$ cat src/rtl/toy_mem_pkg.sv
// Shared types and constants for the RISC_TOY unified-memory arbiter.
package toy_mem_pkg;

  typedef enum logic [1:0] {
    IDLE  = 2'd0,
    RSP_I = 2'd1,
    RSP_D = 2'd2
  } rsp_state_e;

  localparam int DEF_AW = 30;
  localparam int DEF_DW = 32;

  localparam logic DRW_WRITE = 1'b1;
  localparam logic DRW_READ  = 1'b0;

endpackage

$ cat src/rtl/toy_sat_counter.sv
// Saturating up-counter with synchronous clear; clear has priority over increment.
module toy_sat_counter #(
  parameter int           W   = 4,
  parameter logic [W-1:0] MAX = '1
) (
  input  logic         clk_i,
  input  logic         rst_ni,
  input  logic         clr_i,
  input  logic         inc_i,
  output logic [W-1:0] cnt_o
);

  logic [W-1:0] cnt_q, cnt_d;

  always_comb begin
    cnt_d = cnt_q;
    if (clr_i) begin
      cnt_d = '0;
    end else if (inc_i && (cnt_q != MAX)) begin
      cnt_d = cnt_q + 1'b1;
    end
  end

  always_ff @(posedge clk_i or negedge rst_ni) begin
    if (!rst_ni) begin
      cnt_q <= '0;
    end else begin
      cnt_q <= cnt_d;
    end
  end

  assign cnt_o = cnt_q;

endmodule

$ cat src/rtl/toy_mem_arbiter.sv
// Fetch/data arbiter for one single-port SRAM: data has priority, fetch wins after STARVE_MAX denials.
// Defining TOY_ARB_STATS_EN adds saturating conflict/override statistics outputs.
module toy_mem_arbiter
  import toy_mem_pkg::*;
#(
  parameter int AW         = DEF_AW,
  parameter int DW         = DEF_DW,
  parameter int STARVE_MAX = 4,
  parameter int SCW        = 4
) (
  input  logic          CLK,
  input  logic          RSTN,
  input  logic          I_REQ,
  input  logic [AW-1:0] I_ADDR,
  output logic          I_GNT,
  output logic          I_RVALID,
  output logic [DW-1:0] I_RDATA,
  input  logic          D_REQ,
  input  logic          D_RW,
  input  logic [AW-1:0] D_ADDR,
  input  logic [DW-1:0] D_WDATA,
  output logic          D_GNT,
  output logic          D_RVALID,
  output logic [DW-1:0] D_RDATA,
  output logic          M_REQ,
  output logic          M_WE,
  output logic [AW-1:0] M_ADDR,
  output logic [DW-1:0] M_WDATA,
  input  logic [DW-1:0] M_RDATA
`ifdef TOY_ARB_STATS_EN
  ,
  output logic [15:0]   STAT_CONFLICT,
  output logic [15:0]   STAT_OVERRIDE
`endif
);

  rsp_state_e     state_q, state_d;
  logic [SCW-1:0] starve_cnt;
  logic           starve_hit;
  logic           i_gnt, d_gnt;

  assign starve_hit = (starve_cnt == SCW'(STARVE_MAX));

  // Grants are gated by RSTN so nothing reaches memory while reset is held.
  always_comb begin
    i_gnt = 1'b0;
    d_gnt = 1'b0;
    if (RSTN) begin
      i_gnt = I_REQ && (!D_REQ || starve_hit);
      d_gnt = D_REQ && !i_gnt;
    end
  end

  always_comb begin
    M_REQ   = i_gnt | d_gnt;
    M_WE    = d_gnt && (D_RW == DRW_WRITE);
    M_ADDR  = '0;
    M_WDATA = '0;
    if (i_gnt) begin
      M_ADDR = I_ADDR;
    end else if (d_gnt) begin
      M_ADDR = D_ADDR;
    end
    if (M_REQ) begin
      M_WDATA = D_WDATA;
    end
  end

  toy_sat_counter #(
    .W   (SCW),
    .MAX (SCW'(STARVE_MAX))
  ) u_starve_cnt (
    .clk_i  (CLK),
    .rst_ni (RSTN),
    .clr_i  (i_gnt || !I_REQ),
    .inc_i  (I_REQ && !i_gnt),
    .cnt_o  (starve_cnt)
  );

  // The response slot is rewritten every cycle, so back-to-back reads pipeline.
  always_comb begin
    state_d = IDLE;
    if (i_gnt) begin
      state_d = RSP_I;
    end else if (d_gnt && (D_RW == DRW_READ)) begin
      state_d = RSP_D;
    end
  end

  always_ff @(posedge CLK or negedge RSTN) begin
    if (!RSTN) begin
      state_q <= IDLE;
    end else begin
      state_q <= state_d;
    end
  end

  assign I_GNT    = i_gnt;
  assign D_GNT    = d_gnt;
  assign I_RVALID = (state_q == RSP_I);
  assign D_RVALID = (state_q == RSP_D);
  assign I_RDATA  = RSTN ? M_RDATA : '0;
  assign D_RDATA  = RSTN ? M_RDATA : '0;

`ifdef TOY_ARB_STATS_EN
  toy_sat_counter #(
    .W   (16),
    .MAX (16'hFFFF)
  ) u_stat_conflict (
    .clk_i  (CLK),
    .rst_ni (RSTN),
    .clr_i  (1'b0),
    .inc_i  (I_REQ && D_REQ),
    .cnt_o  (STAT_CONFLICT)
  );

  toy_sat_counter #(
    .W   (16),
    .MAX (16'hFFFF)
  ) u_stat_override (
    .clk_i  (CLK),
    .rst_ni (RSTN),
    .clr_i  (1'b0),
    .inc_i  (i_gnt && D_REQ && starve_hit),
    .cnt_o  (STAT_OVERRIDE)
  );
`endif

endmodule

$ cat config.mk
export PLATFORM = sky130hd
export DESIGN_NAME = toy_mem_arbiter
export DESIGN_NICKNAME = d
export VERILOG_FILES = /design/src/rtl/toy_mem_pkg.sv /design/src/rtl/toy_sat_counter.sv /design/src/rtl/toy_mem_arbiter.sv
export SDC_FILE = /design/constraint.sdc
export NUM_CORES = 1
export LEC_CHECK = 0
export CELL_PAD_IN_SITES_DETAIL_PLACEMENT = 1
export CELL_PAD_IN_SITES_GLOBAL_PLACEMENT = 1
export CORE_UTILIZATION = 14
export DETAILED_ROUTE_END_ITERATION = 6
export PLACE_DENSITY = 0.89
export SETUP_SLACK_MARGIN = 0.4
export SLEW_MARGIN = 20
export SYNTH_ARGS = -nofsm -noshare
export SYNTH_HDL_FRONTEND = slang
export SYNTH_HIERARCHICAL = 1
export SYNTH_SLANG_ARGS = --single-unit
export TNS_END_PERCENT = 30
$ cat constraint.sdc
create_clock -name CLK -period 2.1 [get_ports CLK]
set_input_delay 0.42 -clock CLK [delete_from_list [all_inputs] [get_ports CLK]]
set_output_delay 0.42 -clock CLK [all_outputs]
set_load 0.005 [all_outputs]
==> results.yml, run 1 <==
run_status:
  status: "finished with violations"
  violations: "negative setup slack"
critical_path:
  cp.required_ps: 1680
  worst-path-buf-inv: 4
  worstPathArrival_ps: 2000
  slowest_delay_ps: 610
  timing.rr.start: "u_starve_cnt/cnt_o[1]"
  crit_family: "simple AND/OR/NAND/NOR gates"
  start_kind: "flop"
  crit_path_end_kind: "primary output"
  path_max_fanout: 5
  ff2ff_setup_slack_ps: 20
  worstReg2RegEnd: "u_starve_cnt/cnt_o[0]"
  critPathKind: "flop to primary output"
  cpMaxStageDelayCell: "or4b_4"
  r2r_cells: 8
  crit_chain: "or4b_4 > buf_4 > buf_16 > buf_6 > a21oi_2 > o21a_1 > buf_2"
sta:
  fmax_mhz: 413
  hold_violations: 0
  min_period_over_period: 1.15
  finalSetupViolations: 31
  tightest_slew_ps: 275
  fin_crit_ps: 2420
  fin_skew_ps: 2.25
  rsz0062_at_grt: "true"
  final-max-slew-violation-count: 0
  worst_slack_ps: -321
  relSlewSlack: 0.817
routing:
  postRouteAntennaNets: 0
  via_count: 3093
  drt-wirelength-per-cell_um: 16.1
  drc_errors: 0
  routed_via_density: 4.22
  dr.pass1.iters: 5
  drtIter0Drc: 91
  routed_wl_mm: 11.8
layout:
  fillers: 1585
  fin_nets: 690
  syn2layout_area_growth_pct: 167
  antenna_cells: 0
  drive_gt1_frac: 0.232
  fin_area_mm2: 0.00511
  final_core_util: 0.384
yosys:
  yosysWarnings: 6
  avgSynthCellArea_um2: 6.05
  syn-num-nets: 447
  syn_inst: 316
  yosysUniqueCellTypes: 27
  syn_area_mm2: 0.00191
  synth_seq_area_share: 0.0786
  synth_seq_cells: 6
clock_tree:
  cts_buffers: 3
  clkSinkCount: 6
  clockBufferDepth: 2
  clock_latency_ps: 230
  cts.clk_slew.worst_paths_ps: 40
  cts_tree: "yes"
  postCtsHoldBufs: 0
  h-tree-depth: 1
  root_buffer: "clkbuf_16"
global_route:
  grt_overflow: 0
  antenna_found_initial: 0
  grt_max_degree: 47
  first_global_vias: 3214
  grt_pass1_wl_mm: 17.2
  gr-usage-all-layers: 0.151
placement:
  portBuffers: 260
  place_congestion: 0.786
  dp_hpwl_mm: 8.67
  placed_area_mm2: 0.00454
floorplan:
  io_pins: 261
  fp.dieArea_mm2: 0.0141
  core_mm2: 0.0133
  die_w_um: 119
  start_util: 0.144
  die_h_um: 119
  rows: 42
pwr:
  p_leak_nw: 2.68
  power_density_mw_per_mm2: 238
  ir_drop_v: 0.000242
hold_path:
  hold_class: "input pin to async pin"
flow_run:
  cap_violations: 0
==> logic make-up (layout without fill, tap and decap cells) <==
group | Yosys count | after routing | share of synthesized area
AND/OR/NAND/NOR | 143 | 143 | 0.389
AO/OA/AOI/OAI | 97 | 97 | 0.303
buffers and inverters | 66 | 307 | 0.205
flip-flops | 6 | 6 | 0.0786
adder cells (fa/ha/maj) | 2 | 2 | 0.0131
multiplexers | 2 | 2 | 0.0111
==> worst reg2reg max path, cell delays in order, from the launching register on <==
cell and delay [ps]:
dfrtp_1 370, or4b_4 610, buf_6 150, buf_4 130, nand2_4 70, buf_4 120
a21boi_2 70, a21boi_4 170, mux2_2 270
==> sequential cells by signal, indices dropped and copies added, names as in the netlist <==
| signal | flops |
|---|---|
| state_q | 2 |
| u_starve_cnt/cnt_o | 4 |
==> through the flow <==
stage	cells	setup slack, ps	TNS [ps]	total power, mW	hold slack [ps]
finish	733	-321	-6980	1.22	177
global route	733	-372	-8610	1.29	195
CTS	727	-331	-7180	1.22	177
detailed placement	707	-345	-8840	0.924	469
global placement	707	-276	-7580	0.903	469
floorplan	316	223	0	0.392	124
==> where the power goes <==
part | total (mW) | switching [mW] | internal, mW
clock | 0.322 | 0.0765 | 0.246
combinational | 0.771 | 0.289 | 0.482
sequential | 0.122 | 0.00210 | 0.120
==> area by class of cell <==
cell class	instances	area, um^2	share of cell area
sequential	6	150	0.0294
tap	176	220	0.0431
clock buffer	3	75.1	0.0147
multi-input combinational	244	1610	0.316
timing repair buffer	301	3040	0.595
inverter	3	11.3	0.00220
==> cells in the mapped netlist <==
master | instances | area share
nor2b_2 | 1 | 0.0046
nor2_1 | 2 | 0.0039
a211oi_1 | 1 | 0.0039
nand2_1 | 64 | 0.13
mux2i_1 | 1 | 0.0052
nand2b_1 | 2 | 0.0065
mux2_2 | 1 | 0.0059
inv_1 | 3 | 0.0059
o21a_1 | 31 | 0.12
nand4_1 | 1 | 0.0033
and2_1 | 65 | 0.21
or4b_1 | 1 | 0.0052
buf_6 | 3 | 0.018
dfrtp_1 | 6 | 0.079
nor2b_1 | 3 | 0.0098
buf_4 | 32 | 0.13
a21boi_0 | 1 | 0.0039
a21oi_1 | 62 | 0.16
nor3_1 | 1 | 0.0026
a21boi_2 | 1 | 0.0059
ha_1 | 2 | 0.013
or3_1 | 1 | 0.0033
buf_2 | 1 | 0.0026
a21bo_2 | 1 | 0.0052
clkbuf_1 | 27 | 0.053
and3_1 | 1 | 0.0033
nor4b_2 | 1 | 0.0079
==> worst max path at each step <==
stage / cells past startpoint / from / endpoint / slack, ps
CTS: 7 / u_starve_cnt/cnt_o[0] / M_ADDR[24] / -330
floorplan: 5 / u_starve_cnt/cnt_o[3] / M_ADDR[0] / 220
global placement: 5 / u_starve_cnt/cnt_o[3] / M_ADDR[24] / -280
detailed placement: 5 / u_starve_cnt/cnt_o[3] / M_ADDR[1] / -350
finish: 7 / u_starve_cnt/cnt_o[1] / M_ADDR[15] / -320
global route: 7 / u_starve_cnt/cnt_o[1] / M_ADDR[24] / -370
==> layout by cell type (no fill, tap or decap), types with 10 or more instances in the layout <==
cell             instances
and2_1                  65
o21a_1                  30
a21oi_4                 10
buf_6                   15
dlymetal6s2s_1          35
buf_2                   30
nand2_1                 62
buf_4                   16
clkdlybuf4s15_1         28
a21oi_2                 23
clkdlybuf4s50_1        128
dlygate4sd2_1           28
a21oi_1                 29
==> what timing repair did <==
item                       in CTS  in global routing
setup endpoints to repair     134                106
setup buffers                  13                  4
pin swaps                      60                 16
cloned                          4                  2
resized for setup             244                 97
==> per-layer routing <==
| metal | vias up | global-route usage | wire length [um] |
|---|---|---|---|
| li1 | 1481 | - | - |
| met1 | 1444 | 0.164 | 4510 |
| met2 | 152 | 0.298 | 6380 |
| met3 | 16 | 0.0316 | 708 |
| met4 | 0 | 0.0301 | 201 |
| met5 | - | 0 | 0 |
Note: power is estimated with default switching activity, not from simulation.
==> run 2: changes to the inputs <==
- GPL_TIMING_DRIVEN: default -> 0
==> results.yml, run 2 (synthesis gave the netlist of run 1 again) <==
run_status:
  status: "finished with violations"
  violations: "negative setup slack"
critical_path:
  worstPathArrival_ps: 1970
  timing.rr.start: "u_starve_cnt/cnt_o[2]"
  crit_path_end_kind: "primary output"
  cpMaxStageDelayCell: "or4b_4"
  path_common_cell: "buf_6"
  path_max_fanout: 5
  start_kind: "flop"
  cp.required_ps: 1680
  slowest_delay_ps: 540
  worst-path-buf-inv: 4
  ff2ff_setup_slack_ps: 120
  critPathKind: "flop to primary output"
  crit_family: "simple AND/OR/NAND/NOR gates"
  worstReg2RegEnd: "u_starve_cnt/cnt_o[3]"
  r2r_cells: 7
  crit_chain: "or4b_4 > buf_6 > buf_6 > buf_16 > a21oi_2 > o21a_1 > buf_6"
sta:
  relSlewSlack: 0.412
  tightest_slew_ps: 881
  finalSetupViolations: 39
  fin_crit_ps: 2390
  worst_slack_ps: -293
  hold_violations: 0
  fmax_mhz: 418
  final-max-slew-violation-count: 0
  min_period_over_period: 1.14
  rsz0062_at_grt: "true"
  fin_skew_ps: 1.22
global_route:
  gr-usage-all-layers: 0.169
  grt_pass1_wl_mm: 19.0
  antenna_found_initial: 0
  grt_max_degree: 11
  grt_overflow: 0
  first_global_vias: 3471
layout:
  fillers: 1658
  fin_area_mm2: 0.00519
  fin_nets: 729
  seqCellArea_um2: 155
  final_core_util: 0.391
  multiInputGateArea_mm2: 0.00162
  antenna_cells: 0
  syn2layout_area_growth_pct: 172
  final_common_cell: "clkdlybuf4s50_1"
  drive_gt1_frac: 0.384
  layout_common_cells: "clkdlybuf4s50_1, nand2_1, buf_2, buf_4, and2_1"
  largest_reg_flops: 4
  layoutNonFillerInstCount: 772
pwr:
  power_density_mw_per_mm2: 252
  ir_drop_v: 0.000169
  p_leak_nw: 2.38
routing:
  met2_length_mm: 6.72
  postRouteAntennaNets: 0
  drtIter0Drc: 50
  drt-met1-wl_mm: 4.60
  routed_via_density: 4.20
  drc_errors: 0
  routed_wl_mm: 12.3
  highest_layer: "met4"
  via_count: 3242
  dr_wl_met3_um: 808
  drt-wirelength-per-cell_um: 16.0
  dr.pass1.iters: 4
placement:
  place_congestion: 0.765
  dp_hpwl_mm: 9.55
  portBuffers: 259
  post-place-cells: 751
  placed_area_mm2: 0.00473
  pre_cts_slack_ps: -1280
clock_tree:
  cts_buffers: 3
  root_buffer: "clkbuf_16"
  clockBufferDepth: 2
  clkSinkCount: 6
  cts_tree: "yes"
  clock_latency_ps: 230
  h-tree-depth: 1
  cts.clk_slew.worst_paths_ps: 30
floorplan:
  rows: 42
  die_w_um: 119
  die_h_um: 119
  core_mm2: 0.0133
  fp.dieArea_mm2: 0.0141
  io_pins: 261
  start_util: 0.144
hold_path:
  hold_class: "input pin to async pin"
flow_run:
  cap_violations: 0
[run 2: cell types whose count changed in the layout (fill, tap and decap cells not counted), sizes merged]
cell / previous run / this run
dlygate4sd3: 0 / 1
clkbuf: 12 / 30
dlygate4sd2: 28 / 14
dlymetal6s2s: 35 / 1
buf: 73 / 130
clkdlybuf4s15: 28 / 10
clkdlybuf4s50: 128 / 157
[run 2: worst max-delay path by stage]
stage / cells after the start / slack [ps] / start / to
floorplan: 5 / 220 / u_starve_cnt/cnt_o[3] / M_ADDR[0]
global placement: 5 / -1310 / RSTN / M_ADDR[24]
detailed placement: 5 / -1280 / RSTN / M_ADDR[24]
CTS: 7 / -280 / u_starve_cnt/cnt_o[1] / M_ADDR[12]
global route: 7 / -350 / u_starve_cnt/cnt_o[0] / M_ADDR[13]
finish: 7 / -290 / u_starve_cnt/cnt_o[3] / M_ADDR[24]
[run 2: metal layers]
layer,global-route usage,vias up
met1,0.177,1509
li1,-,1559
met3,0.0330,18
met2,0.342,156
met5,0,-
met4,0.0356,0
[run 2: final cells by class]
class	instances	share of cell area
inverters	3	0.00217
repair buffers	277	0.491
clock buffers	3	0.0145
plain buffers	63	0.108
well taps	176	0.0424
multi-input cells	244	0.312
flip-flops and latches	6	0.0299
[run 2: power breakdown]
group / total, mW / switching (mW) / internal [mW]
registers: 0.123 / 0.00237 / 0.120
clock network: 0.314 / 0.0693 / 0.245
logic: 0.870 / 0.309 / 0.561
total: 1.31 / 0.381 / 0.926
[run 2: repair_timing]
| action | in CTS | in global routing |
|---|---|---|
| pin swaps | 67 | 15 |
| setup endpoints to repair | 135 | 92 |
| gates cloned | 5 | 0 |
| hold endpoints to repair | 6 | 0 |
| resized for setup | 444 | 23 |
| setup buffers | 12 | 0 |
| hold buffers | 1 | 0 |
[run 2: metrics by stage]
| step | TNS [ps] | total power, mW | hold slack, ps |
|---|---|---|---|
| detailed placement | -124070 | 0.960 | 615 |
| global route | -12220 | 1.38 | 639 |
| CTS | -8150 | 1.31 | 605 |
| floorplan | 0 | 0.392 | 124 |
| global placement | -123630 | 0.939 | 593 |
| finish | -8430 | 1.31 | 614 |
[run 2: worst reg2reg max path, cell delays in order, from the launching register on]
cell	delay [ps]
dfrtp_2	430
or4b_4	230
buf_6	120
nand2_1	90
a21boi_1	270
nand4_1	200
or3_1	370
a21oi_1	180
